$ cat src/rtl/constants_pkg.sv
// Shared constants for the pipeline: architectural width, MEM-stage FSM
// states and the load/store width encodings carried in func3.
package constants_pkg;

  localparam int unsigned ARCH_LEN = 32;

  typedef enum logic [1:0] {
    IDLE      = 2'd0,
    WAIT_GNT  = 2'd1,
    WAIT_RESP = 2'd2
  } mem_state_t;

  localparam logic [2:0] LSU_B  = 3'b000;
  localparam logic [2:0] LSU_H  = 3'b001;
  localparam logic [2:0] LSU_W  = 3'b010;
  localparam logic [2:0] LSU_BU = 3'b100;
  localparam logic [2:0] LSU_HU = 3'b101;

endpackage

$ cat src/rtl/structure_pkg.sv
// Decoded-instruction record passed between pipeline registers.
package structure_pkg;

  import constants_pkg::*;

  typedef struct packed {
    logic                valid;
    logic [ARCH_LEN-1:0] pc;
    logic [4:0]          rd;
    logic                is_l;
    logic                is_s;
    logic [2:0]          func3;
    logic [ARCH_LEN-1:0] src_data_1;
    logic [ARCH_LEN-1:0] src_data_2;
    logic [ARCH_LEN-1:0] dst_reg_data;
    logic                reg_data_ready;
  } inst_decoded_t;

endpackage

$ cat src/rtl/mem_load_align.sv
// Load data alignment: picks the byte/half at the byte offset out of the
// returned memory word and sign- or zero-extends it per func3.
module mem_load_align
  import constants_pkg::*;
(
  input  logic [ARCH_LEN-1:0] rdata,
  input  logic [1:0]          off,
  input  logic [2:0]          func3,
  output logic [ARCH_LEN-1:0] result
);

  logic [7:0]  w_byte;
  logic [15:0] w_half;

  // Lane select and extension
  always_comb begin
    case (off)
      2'd0:    w_byte = rdata[7:0];
      2'd1:    w_byte = rdata[15:8];
      2'd2:    w_byte = rdata[23:16];
      default: w_byte = rdata[31:24];
    endcase
    w_half = off[1] ? rdata[31:16] : rdata[15:0];
    case (func3)
      LSU_B:   result = {{(ARCH_LEN-8){w_byte[7]}}, w_byte};
      LSU_H:   result = {{(ARCH_LEN-16){w_half[15]}}, w_half};
      LSU_BU:  result = {{(ARCH_LEN-8){1'b0}}, w_byte};
      LSU_HU:  result = {{(ARCH_LEN-16){1'b0}}, w_half};
      default: result = rdata;
    endcase
  end

endmodule

$ cat src/rtl/memory_stage.sv
// Pipeline MEM stage: req/gnt/rvalid data-memory handshake for loads and
// stores, load alignment/extension, registered result toward writeback.
// Optional feature macro: MEM_MISALIGN_TRAP_EN (misaligned access trap and
// misalign_out port). Without it, halfwords use off[1] and words ignore off.
module memory_stage
  import constants_pkg::*;
  import structure_pkg::*;
(
  input  logic                clk,
  input  logic                rst,
  input  inst_decoded_t       inst_mem_in,
  output inst_decoded_t       inst_wb_out,
  output logic                stall_mem_out,
  output logic                dmem_req,
  output logic                dmem_we,
  output logic [ARCH_LEN-1:0] dmem_addr,
  output logic [ARCH_LEN-1:0] dmem_wdata,
  output logic [3:0]          dmem_be,
  input  logic                dmem_gnt,
  input  logic                dmem_rvalid,
  input  logic [ARCH_LEN-1:0] dmem_rdata
`ifdef MEM_MISALIGN_TRAP_EN
  ,
  output logic                misalign_out
`endif
);

  mem_state_t          r_state;
  mem_state_t          w_state_next;
  logic [1:0]          w_off;
  logic [1:0]          w_eff_off;
  logic [1:0]          w_size;
  logic                w_is_store;
  logic                w_is_load;
  logic                w_mem_op;
  logic                w_misalign;
  logic                w_misalign_hit;
  logic                w_issue;
  logic                w_req;
  logic                w_stall;
  logic                w_complete;
  logic [3:0]          w_be;
  logic [ARCH_LEN-1:0] w_wdata;
  logic [ARCH_LEN-1:0] w_load_data;
  inst_decoded_t       w_wb_next;

  assign w_off      = inst_mem_in.dst_reg_data[1:0];
  assign w_size     = inst_mem_in.func3[1:0];
  assign w_is_store = inst_mem_in.is_s;
  assign w_is_load  = inst_mem_in.is_l & ~inst_mem_in.is_s;
  assign w_mem_op   = inst_mem_in.valid & (inst_mem_in.is_l | inst_mem_in.is_s);

`ifdef MEM_MISALIGN_TRAP_EN
  assign w_misalign = ((w_size == 2'b01) & w_off[0]) |
                      ((w_size == 2'b10) & (w_off != 2'b00));
`else
  assign w_misalign = 1'b0;
`endif

  assign w_issue        = w_mem_op & ~w_misalign;
  assign w_misalign_hit = (r_state == IDLE) & w_mem_op & w_misalign;

  // Effective byte offset: halfwords see only off[1], words are always lane 0
  always_comb begin
    case (w_size)
      2'b00:   w_eff_off = w_off;
      2'b01:   w_eff_off = {w_off[1], 1'b0};
      default: w_eff_off = '0;
    endcase
  end

  // Byte enables for loads and stores, lane-replicated store data
  always_comb begin
    w_be    = '0;
    w_wdata = '0;
    if (w_issue) begin
      case (w_size)
        2'b00:   w_be = 4'b0001 << w_eff_off;
        2'b01:   w_be = 4'b0011 << w_eff_off;
        default: w_be = 4'b1111;
      endcase
      if (w_is_store) begin
        case (w_size)
          2'b00:   w_wdata = {4{inst_mem_in.src_data_2[7:0]}};
          2'b01:   w_wdata = {2{inst_mem_in.src_data_2[15:0]}};
          default: w_wdata = inst_mem_in.src_data_2;
        endcase
      end
    end
  end

  mem_load_align u_load_align (
    .rdata  (dmem_rdata),
    .off    (w_eff_off),
    .func3  (inst_mem_in.func3),
    .result (w_load_data)
  );

  // Handshake decode: request, stall, completion and next state
  always_comb begin
    w_state_next = r_state;
    w_req        = 1'b0;
    w_stall      = 1'b0;
    w_complete   = 1'b0;
    case (r_state)
      IDLE: begin
        if (w_issue) begin
          w_req = 1'b1;
          if (dmem_gnt && w_is_store) begin
            w_complete = 1'b1;
          end else if (dmem_gnt) begin
            w_stall      = 1'b1;
            w_state_next = WAIT_RESP;
          end else begin
            w_stall      = 1'b1;
            w_state_next = WAIT_GNT;
          end
        end
      end
      WAIT_GNT: begin
        w_req   = 1'b1;
        w_stall = 1'b1;
        if (dmem_gnt && w_is_store) begin
          w_stall      = 1'b0;
          w_complete   = 1'b1;
          w_state_next = IDLE;
        end else if (dmem_gnt) begin
          w_state_next = WAIT_RESP;
        end
      end
      WAIT_RESP: begin
        w_stall = 1'b1;
        if (dmem_rvalid) begin
          w_stall      = 1'b0;
          w_complete   = 1'b1;
          w_state_next = IDLE;
        end
      end
      default: w_state_next = IDLE;
    endcase
  end

  // Writeback payload: pass-through with load data merged on completion
  always_comb begin
    w_wb_next = inst_mem_in;
    if (w_complete && w_is_load) begin
      w_wb_next.dst_reg_data   = w_load_data;
      w_wb_next.reg_data_ready = 1'b1;
    end
    if (w_complete && w_is_store) begin
      w_wb_next.reg_data_ready = 1'b0;
    end
  end

  assign dmem_req      = w_req & ~rst;
  assign stall_mem_out = w_stall & ~rst;
  assign dmem_we       = w_issue & w_is_store & ~rst;
  assign dmem_addr     = {inst_mem_in.dst_reg_data[ARCH_LEN-1:2], 2'b00};
  assign dmem_be       = w_be;
  assign dmem_wdata    = w_wdata;

  // FSM state and writeback register; stalls and traps emit a bubble
  always_ff @(posedge clk) begin
    if (rst) begin
      r_state     <= IDLE;
      inst_wb_out <= '0;
    end else begin
      r_state <= w_state_next;
      if (w_stall || w_misalign_hit) begin
        inst_wb_out.valid <= 1'b0;
      end else begin
        inst_wb_out <= w_wb_next;
      end
    end
  end

`ifdef MEM_MISALIGN_TRAP_EN
  logic r_misalign;

  // One-cycle trap pulse aligned with the writeback register
  always_ff @(posedge clk) begin
    if (rst) begin
      r_misalign <= 1'b0;
    end else begin
      r_misalign <= w_misalign_hit;
    end
  end

  assign misalign_out = r_misalign;
`endif

endmodule

$ cat config.mk
export PLATFORM = sky130hd
export DESIGN_NAME = memory_stage
export DESIGN_NICKNAME = d
export VERILOG_FILES = /design/src/rtl/constants_pkg.sv /design/src/rtl/structure_pkg.sv /design/src/rtl/mem_load_align.sv /design/src/rtl/memory_stage.sv
export SDC_FILE = /design/constraint.sdc
export NUM_CORES = 1
export LEC_CHECK = 0
export ABC_AREA = 1
export CAP_MARGIN = 20
export CORE_AREA = 2 2 151 153
export CTS_BUF_LIST = sky130_fd_sc_hd__clkbuf_2 sky130_fd_sc_hd__clkbuf_4 sky130_fd_sc_hd__clkbuf_8
export DETAILED_ROUTE_END_ITERATION = 12
export DIE_AREA = 0 0 153 155
export MAX_ROUTING_LAYER = met4
export PLACE_DENSITY = 0.75
export SLEW_MARGIN = 20
export SYNTH_ARGS = -nofsm -noshare
export SYNTH_HDL_FRONTEND = slang
export SYNTH_SLANG_ARGS = --single-unit
$ cat constraint.sdc
create_clock -name clk -period 4.09 [get_ports clk]
set_input_delay 0.818 -clock clk [delete_from_list [all_inputs] [get_ports clk]]
set_output_delay 0.818 -clock clk [all_outputs]
set_load 0.05 [all_outputs]
After elaboration in Yosys (flattened, before gate mapping)
Cells that the tools add are included.

operators by class
  equal/unequal tests = 12
  shifts and indexed selects = 2
  multiplexer cells = 28
  bitwise operators = 9
  reduce and logical (&&, ||, !) cells = 9

operator list
  operator                                                            count
  32-bit case mux with 4 select lines                                 1
  32-bit two-way mux                                                  2
  32-bit case mux with 2 select lines                                 1
  33-bit two-way mux                                                  1
  8-bit case mux with 3 select lines                                  1
  16-bit two-way mux                                                  1
  2-bit two-way mux                                                   6
  1-bit two-way mux                                                   8
  4-bit case mux with 2 select lines                                  1
  1-bit AND                                                           6
  2-bit by 1-bit == test with 1-bit output (second input constant)    3
  3-bit == test (second input constant)                               2
  2-bit logical NOT                                                   3
  2-bit != test (second input constant)                               3
  1-bit case mux with 3 select lines                                  2
  2-bit case mux with 3 select lines                                  1
  2-bit == test (second input constant)                               2
  4-bit two-way mux                                                   1
  2-bit case mux with 2 select lines                                  1
  4-bit AND reduction                                                 1
  1-bit by 2-bit << shifter with 4-bit output (first input constant)  1
  2-bit by 2-bit << shifter with 4-bit output (first input constant)  1
  3-bit by 1-bit == test with 1-bit output (second input constant)    1
  1-bit logical AND                                                   3
  6 further kinds                                                     7

word-level totals
  bits in registers = 142
  bits of input ports = 176
  output and inout port bits = 211
  word-level logic and storage cells = 71

Depth between registers and ports, before layout
  depth after elaboration = 7
  mapped depth = 13
  gate-level depth less buffers = 11

Cells and area by module
From an unflattened synthesis, not the netlist that was laid out.

second synthesis, totals
  cells, all modules = 1068
  area total of the unflattened synthesis = 6950.4 um^2

modules (own cells, without submodules)
  module          instances  cells each  area an instance (um^2)  seq. area each (um^2)
  memory_stage    1          905         6092.1                   2842.7
  mem_load_align  1          163         858.3                    0.0

Least setup slack after synthesis
OpenSTA, ideal clock, no wires.

  path type = in2out
  start = input inst_mem_in[101] (netlist name)
  end = output dmem_wdata[15]
  arrival = 2707 ps
  data required time = 3272 ps
  path slack = 565 ps
  stages on the path = 6
  path buffers = 0
  path through = inv_1 -> a21oi_4 -> inv_1 -> nor2_1 -> inv_2 -> a211oi_1

on the way
  word-level cells in the longest chain between the ends = 3

ends and longest elaborated chain
  element             line                RTL
  start: declaration  memory_stage.sv:11  input inst_decoded_t inst_mem_in,
  1-bit bitwise OR    memory_stage.sv:51  assign w_mem_op = inst_mem_in.valid & (inst_mem_in.is_l | inst_mem_in.is_s);
  1-bit AND           memory_stage.sv:51
  32-bit two-way mux  memory_stage.sv:76  if (w_issue) begin
  end: declaration    memory_stage.sv:17  output logic [ARCH_LEN-1:0] dmem_wdata,

Every way passes these cells.

Worst setup path after layout
  start = input inst_mem_in[100] (netlist name)
  end = output dmem_wdata[31]

on the way
  word-level cells in the longest chain between the ends = 3
  elaborated cells between the ends (all ways) = 4
  those cells by class = 2 x mux; 2 x bitwise

ends and longest elaborated chain
  element                 line
  1-bit bitwise OR        memory_stage.sv:51
  1-bit AND               memory_stage.sv:51
  32-bit two-way mux (*)  memory_stage.sv:76

Mark *: on every way between the ends. The rest lies on a longest branch, timed or not.

==> results.toml <==
[worst_setup_path]
cp_slowest_stage_delay_ps = 580
endpoint_kind = "output pin"
worstRegToRegCells = 7
cp_common_cell = "inv_2"
cp_num_buf_inv = 6
r2r_slack_ps = 2050
required_ps = 3270
crit_path_top_delay_cell = "clkdlybuf4s50_1"
start_kind = "input pin"
path_max_fanout = 19
path_delay_family = "buffers and inverters"
worstPathArrival_ps = 2840
r2r_end = "inst_wb_out[134]$_SDFFE_PP0N_"
criticalPathCategory = "input pin to output pin"
worstPathCellList = "clkdlybuf4s50_1 > inv_2 > a21oi_4 > inv_1 > nor2_1 > buf_4 > inv_2 > a211oi_1 > buf_12"
r2r_start = "r_state[0]$_SDFFE_PP0P_"

[die]
placementRows = 55
initial_core_util = 0.288
die_h_um = 155
core_area_sq_mm = 0.0222
die-area_sq_mm = 0.0237
die_w_um = 153
io_pins = 387

[power]
p_leak_nw = 4.83
peakVddDrop_mv = 0.180
p_per_area_mw_per_mm2 = 387
seqPwrFrac = 0.373
p_sw_frac = 0.394
internal-power_mw = 2.57
power_frac_comb = 0.361
p_switching_mw = 1.67
p_clk_frac = 0.265

[timing]
finalCritPeriodShare = 0.895
rsz0062_at_grt = "false"
tightest_slew_ps = 747
final.setup.tns_ps = 0
layout_min_cycle_time_ps = 3660
fmax_mhz = 273
max-slew-margin-rel = 0.501
final_max_slew_viol_count = 0
setup_violations = 0
final-hold-violation-count = 0
fin_worst_skew_ps = 19.8

[status]
outcome = "completed"

[finish]
layout_common_cells = "nand2_1 (444), clkdlybuf4s50_1 (345), dfxtp_1 (142)"
post-route-util = 0.494
antennaDiodeCount = 0
layout-drive-gt1-share = 0.0761
n_fill_cell = 2156
final_nets = 1464
syn_to_final_growth_pct = 71.4
final_common_cell = "nand2_1"

[cts]
clock_latency_ps = 450
clockRootBuffer = "clkbuf_8"
clk_path_buf_depth = 2
cts_sinks = 142
tritoncts = "yes"
cts_resized = 0
cts_made_buffers = 17
post_cts_buffers = 0
clk_pin_slew_ps = 90
htreeDepth = 4
cts_hold_buffers = 0

[synth]
synth_cell_types = 31
synth_top_area_frac = 0.444
ys_seq_elements = 142
avgSynthCellArea_sq_um = 6.70
yosysSeqAreaShare = 0.444
yosys.area.top_type = "dfxtp_1"
syn_inst = 956
syn_area_sq_mm = 0.00640
synth.area.top_cells = "dfxtp_1 (44%), nand2_1 (26%), nor2_1 (6.0%)"
yosys_warnings = 0

[place]
io_buffers = 384
dp_hpwl_mm = 20.0
gp_congestion = 0.939

[global_route]
grt_pass1_vias = 6861
top_usage_layer = "met2"
use_met2 = 0.366
grtUsageTotal = 0.218
use_met3 = 0.0426
grt_max_degree = 140
overflow = 0
grt_pass1_wl_mm = 39.2
met1_usage = 0.270
antenna_found_initial = 0

[route]
via_per_inst = 4.59
routed_wl_mm = 25.9
routedWlPerCell_um = 16.3
via_count = 7279
drtPass1Iterations = 5
drc = 0
ant_nets = 0
first_iter_violations = 552

[worst_hold_path]
hold_class = "flip-flop to flip-flop"
hold_start = "inst_wb_out[32]$_SDFFE_PP0N_"
hold_end = "inst_wb_out[32]$_SDFFE_PP0N_"
whs_path_depth = 2

[job]
drv_cap = 0
==> how the worst max path moves through the flow <==
stage,startpoint,to,slack [ps],depth (start not counted)
2_1_floorplan,inst_mem_in[101],dmem_wdata[15],570,6
3_3_place_gp,inst_mem_in[100],dmem_wdata[15],430,9
3_5_place_dp,inst_mem_in[100],dmem_wdata[31],420,9
4_1_cts,inst_mem_in[100],dmem_wdata[31],420,9
5_1_grt,inst_mem_in[100],dmem_wdata[31],320,9
6_report,inst_mem_in[100],dmem_wdata[31],430,9
==> logic make-up (layout without fill, tap and decap cells) <==
logic type / count (synthesis) / count (layout) / share of synthesized area
AOI/OAI and AO/OA: 95 / 95 / 0.0854
buffers and inverters: 127 / 471 / 0.106
DFF: 142 / 142 / 0.444
other: 1 / 2 / 0.000586
and+or+nand+nor: 591 / 591 / 0.364
==> power groups by stage <==
stage	logic [mW]	registers (mW)	clock network, mW
after floorplan	0.435	2.07	0
after global routing	1.61	1.60	1.24
after CTS	1.54	1.58	1.18
after detailed placement	1.54	1.61	0
after global placement	1.53	1.61	0
final	1.53	1.58	1.13
==> tightest hold or removal path, stage by stage, from the launching register on <==
cell and delay, ps:
dfxtp_1 320, nand2_1 60, nand2_1 40
==> cell usage after synthesis <==
library cell / count
nand4_1: 17
a21boi_0: 1
a21oi_4: 1
inv_1: 40
buf_2: 14
buf_4: 49
nor4_1: 1
conb_1: 1
o211ai_1: 3
nand3_1: 11
nor2_1: 103
nand3_2: 2
o21ai_1: 3
o22ai_1: 10
dfxtp_1: 142
inv_2: 6
or2_2: 5
nand2_1: 444
buf_1: 1
nand3b_4: 1
clkbuf_1: 16
a21oi_1: 26
a31oi_1: 1
nand2_2: 2
nor3_1: 5
a211oi_1: 2
a31oi_4: 1
o221ai_1: 3
inv_4: 1
o21ai_0: 43
a21oi_2: 1
==> layer usage <==
metal	share of wire	up-vias	routed length [um]
met5	0	-	0
met1	0.43	3339	11200
met2	0.49	292	12800
met4	0.016	0	407
met3	0.058	24	1490
li1	-	3624	-
==> registers in the layout (all words and copies together) (netlist names) <==
| name | cells |
|---|---|
| inst_wb_out | 140 |
| r_state | 2 |
==> stage by stage <==
| stage | setup slack, ps | cells | hold slack, ps | total power, mW | cell area (sq um) |
|---|---|---|---|---|---|
| 6_report | 429 | 1586 | 453 | 4.24 | 11000 |
| 5_1_grt | 318 | 1586 | 470 | 4.45 | 11000 |
| 4_1_cts | 420 | 1586 | 456 | 4.30 | 11000 |
| 3_5_place_dp | 422 | 1554 | 438 | 3.15 | 10600 |
| 3_3_place_gp | 435 | 1554 | 434 | 3.14 | 10600 |
| 2_1_floorplan | 565 | 957 | 441 | 2.51 | 6410 |
==> final cells by class <==
cell class,count,area (sq um),share of cell area
Timing Repair Buffer,392,4320,0.393
Multi-Input combinational cell,688,2890,0.263
Sequential cell,142,2840,0.259
Tap cell,285,357,0.0325
Clock buffer,17,234,0.0213
Inverter,47,179,0.0163
Clock inverter,15,158,0.0144
Power figures use the tool's default switching activity.
